File: src/rtl/edge_rate_meter.sv
// Counts rising edges of count_in over a programmable window of clock cycles and
// holds the (saturating) total on a valid/ready result port until it is taken.
module edge_rate_meter #(
    parameter int CNT_W = 8,
    parameter int WIN_W = 8
) (
    input  logic             clk,
    input  logic             rst_n,
    input  logic             clear,
    input  logic             count_in,
    input  logic             start,
    input  logic [WIN_W-1:0] window,
    output logic             busy,
    output logic [CNT_W-1:0] result,
    output logic             result_valid,
    input  logic             result_ready,
    output logic             overflow,
    output logic [1:0]       dbg_state
);

    // Handshake: result is stable whenever result_valid is high; the result is
    // taken on any rising clk edge where result_valid and result_ready are both high.

    typedef enum logic [1:0] {
        IDLE = 2'd0,
        RUN  = 2'd1,
        HOLD = 2'd2
    } state_t;

    state_t             state_q;
    logic               prev_q;
    logic [CNT_W-1:0]   acc_q;
    logic [CNT_W-1:0]   result_q;
    logic [WIN_W-1:0]   timer_q;
    logic               overflow_q;
    logic               busy_q;
    logic               valid_q;

    logic               edge_w;
    logic               acc_max;
    logic [CNT_W-1:0]   acc_d;

    assign edge_w  = count_in & ~prev_q;
    assign acc_max = &acc_q;
    assign acc_d   = (edge_w && !acc_max) ? acc_q + CNT_W'(1) : acc_q;

    // The edge detector keeps running in every state so the first RUN cycle
    // compares against the true previous level of count_in.
    always_ff @(posedge clk or negedge rst_n) begin
        if (!rst_n) begin
            prev_q <= 1'b0;
        end else begin
            prev_q <= count_in;
        end
    end

    always_ff @(posedge clk or negedge rst_n) begin
        if (!rst_n) begin
            state_q    <= IDLE;
            acc_q      <= '0;
            timer_q    <= '0;
            result_q   <= '0;
            overflow_q <= 1'b0;
            busy_q     <= 1'b0;
            valid_q    <= 1'b0;
        end else if (clear) begin
            state_q    <= IDLE;
            acc_q      <= '0;
            timer_q    <= '0;
            result_q   <= '0;
            overflow_q <= 1'b0;
            busy_q     <= 1'b0;
            valid_q    <= 1'b0;
        end else begin
            case (state_q)
                IDLE: begin
                    if (start) begin
                        state_q    <= RUN;
                        busy_q     <= 1'b1;
                        timer_q    <= (window == '0) ? WIN_W'(1) : window;
                        acc_q      <= '0;
                        overflow_q <= 1'b0;
                    end
                end
                RUN: begin
                    acc_q   <= acc_d;
                    timer_q <= timer_q - WIN_W'(1);
                    if (edge_w && acc_max) begin
                        overflow_q <= 1'b1;
                    end
                    // Last sampled cycle: its edge is folded into the result.
                    if (timer_q == WIN_W'(1)) begin
                        result_q <= acc_d;
                        state_q  <= HOLD;
                        valid_q  <= 1'b1;
                    end
                end
                HOLD: begin
                    if (result_ready) begin
                        state_q <= IDLE;
                        busy_q  <= 1'b0;
                        valid_q <= 1'b0;
                    end
                end
                default: begin
                    state_q <= IDLE;
                    busy_q  <= 1'b0;
                    valid_q <= 1'b0;
                end
            endcase
        end
    end

    assign busy         = busy_q;
    assign result       = result_q;
    assign result_valid = valid_q;
    assign overflow     = overflow_q;
    assign dbg_state    = state_q;

endmodule

File: config.mk
export PLATFORM = sky130hd
export DESIGN_NAME = edge_rate_meter
export DESIGN_NICKNAME = d
export VERILOG_FILES = /design/src/rtl/edge_rate_meter.sv
export SDC_FILE = /design/constraint.sdc
export NUM_CORES = 1
export LEC_CHECK = 0
export BUFFER_PORTS_ARGS = -buffer_cell sky130_fd_sc_hd__clkbuf_2
export CORE_MARGIN = 2
export CORE_UTILIZATION = 55
export DETAILED_ROUTE_END_ITERATION = 8
export HOLD_SLACK_MARGIN = 0.02
export PLACE_DENSITY = 0.84
export SLEW_MARGIN = 20
export SYNTH_ARGS = -nofsm -noshare
export SYNTH_HDL_FRONTEND = slang
export SYNTH_SLANG_ARGS = --single-unit
File: constraint.sdc
create_clock -name clk -period 3.15 [get_ports clk]
set_clock_uncertainty 0.05 [all_clocks]
set_input_delay 0.315 -clock clk [delete_from_list [all_inputs] [get_ports clk]]
set_output_delay 0.315 -clock clk [all_outputs]
set_load 0.005 [all_outputs]
==> reports/results.ini <==
[synth]
ys_ff_latch=30
synth_area_mm2=0.00173
synth_area_leader_cell=dfrtp_1
syn-instance-count=187
ys_types=53
synthArstFlopShare_pct=100
synth_edf_count=0
synth_area_leaders=dfrtp_1 (43%), a21oi_1 (4.9%), nand2_1 (3.9%)
synthesis.nets=204
yosysSeqAreaShare_pct=43.4
syn_area_per_cell_um2=9.26
synth_top_area_share_pct=43.4
ys.flop_type=dfrtp_1
ys_warn_count=0
synth_common_cells=dfrtp_1 (30), nand2_1 (18), a21oi_1 (17)
synth.most_common_cell=dfrtp_1

[timing]
fin_crit_sh_pct=59.2
final-hold-violation-count=0
fmax_mhz=536
rsz0062_at_grt=false
drv_slew=0
worst_pin_slew_ns=0.728
final.min_clock_period_ns=1.87
worst_hold_slack_ns=0.0594
slew_headroom_pct=51.5
finalSetupTns_ns=0
setup_viol=0

[worst_setup_path]
path_class=reg2reg
worst-path-max-fanout=12
cp.depth=4
crit_arrival_ns=2.07
cp.required_ns=3.36
crit_start=dbg_state[0]
path_cells=nand2b_1, nor2_1, nand2_1, o21ai_1
worstSetupEndpointType=flop
start_kind=flop
r2r_cells=4
rrSetupSlack_ns=1.28
critPathSlowestCell=nor2_1
crit_buf_inv=0
timing.rr.start=dbg_state[0]
critPathMaxStageDelay_ns=0.57
crit_family=simple AND/OR/NAND/NOR gates

[worst_hold_path]
holdPathStages=1
min_path_type=in2reg
hold_path_startpoint=count_in

[final_layout]
nets=231
drive_above_1_share_pct=20.9
final_area_mm2=0.00195
n_antenna_cell=0
final_cells=259
areaGrowthSynthToFinish_pct=12.4

[power]
swShare_pct=30.2
leakagePower_nw=0.883
p_sw_mw=0.246
p_int_mw=0.571
seq_power_share_pct=52.1
p_comb_share_pct=18.6
pwr_density_cell_mw_per_mm2=420
clkPwrFrac_pct=29.2
irDropWorstVdd_uv=303

[floorplan]
io_pins=27
start_util_pct=57.2
die_h_um=60.1
die_w_um=60.1
rows=20
core-area_mm2=0.00303
die-area_mm2=0.00361

[grt]
antenna_found_initial=0
grt_overflow_total=0
grt_pass1_wl_um=6730
grt_pass1_vias=1443
track_usage_pct=25.3
grt_max_degree=31

[place]
numPortBuffers=26
gp_congestion=0.884
place_area_mm2=0.00188
place_hpwl_um=2810
place_inst=250

[cts]
clock_path_buffers=2
clk_latency_ns=0.33
cts_resized=0
cts.sinks=30
path_clk_slew_ns=0.09
cts_tree=done
htreeDepth=2
root_buffer=clkbuf_4
cts_buffers=5

[drt]
vias=1524
routed_via_density=5.88
remaining_drc_errors=0
final_antenna_net_count=0
drt_first_pass_iters=4
drt_iter0_markers=136
drt_wl_total_um=3950
drt-wirelength-per-cell_um=15.2

[run_status]
status=complete, no violations

[job]
maxCapViolCount=0

-- state kept, by name, indices dropped and copies added (netlist names) --
name	flops
acc_q	8
busy	1
dbg_state	2
overflow	1
prev_q	1
result	8
result_valid	1
timer_q	8
-- metrics by stage --
stage / power [mW] / setup slack (ns) / util, %
2_1_floorplan: 0.536 / 1.60 / -
3_3_place_gp: 0.579 / 1.35 / 61.9
3_5_place_dp: 0.583 / 1.33 / 61.9
4_1_cts: 0.825 / 1.29 / 64.3
5_1_grt: 0.861 / 1.04 / 64.3
6_report: 0.817 / 1.28 / 64.3
-- layer usage --
layer	routed length, µm	share of wire (%)	GRT usage, %	vias to the layer above
met4	58	1.5	8.25	0
met3	257	6.5	6.06	5
met5	0	0	0	-
li1	-	-	-	747
met2	1890	48	40.2	61
met1	1740	44	34.0	711
-- what timing repair did --
| item | in CTS | in global routing |
|---|---|---|
| endpoints found under the hold margin | 30 | 0 |
| hold buffers | 1 | 0 |
| setup buffers | 0 | 0 |
-- cell type report --
cell class / instances / area [µm²]
Clock buffer: 7 / 55.1
Clock inverter: 1 / 5.00
Fill cell: 271 / 1080
Inverter: 4 / 15.0
Multi-Input combinational cell: 146 / 925
Sequential cell: 30 / 751
Tap cell: 44 / 55.1
Timing Repair Buffer: 27 / 140
-- final timing paths --
| kind | to |
|---|---|
| max | result[6] |
| min reg2reg | result[1] |
| min in group asynchronous | result[1] |
| min | prev_q |
| max in group asynchronous | acc_q[4] |
| max reg2reg | result[6] |
-- cell families after synthesis --
| kind of cell | count (synthesis) | share of synthesized area [%] |
|---|---|---|
| AOI/OAI and AO/OA | 65 | 24.6 |
| xor gates and xnor gates | 2 | 1.01 |
| adders and majority gates | 3 | 2.17 |
| buffers and inverters | 11 | 3.25 |
| DFF | 30 | 43.4 |
| muxes | 4 | 2.38 |
| and+or+nand+nor | 72 | 23.2 |
-- power by group through the flow --
stage / Sequential [mW] / Combinational [mW] / Clock, mW
global route: 0.429 / 0.171 / 0.261
CTS: 0.426 / 0.153 / 0.247
finish: 0.426 / 0.152 / 0.239
global placement: 0.433 / 0.146 / 0
detailed placement: 0.433 / 0.150 / 0
floorplan: 0.427 / 0.109 / 0
-- cell usage in the layout (no fill, tap or decap), types with 2 or more instances in the layout --
cell type,count
dfrtp_1,30
clkbuf_4,5
nor3_1,2
o21ai_2,2
and2_1,3
nand4_1,4
clkbuf_2,26
o211ai_1,2
ha_1,3
o22ai_1,3
nor2_1,16
nor2b_1,2
a21o_1,2
and3_1,6
o21ai_0,13
a22o_1,2
a2bb2oi_1,2
a31oi_1,7
nor2_2,2
mux2i_1,3
o21ai_1,4
inv_1,4
nand2_1,18
a21oi_1,17
nand2b_1,4
o2111ai_1,2
nand3_1,4
Note: power is estimated with default switching activity, not from simulation.
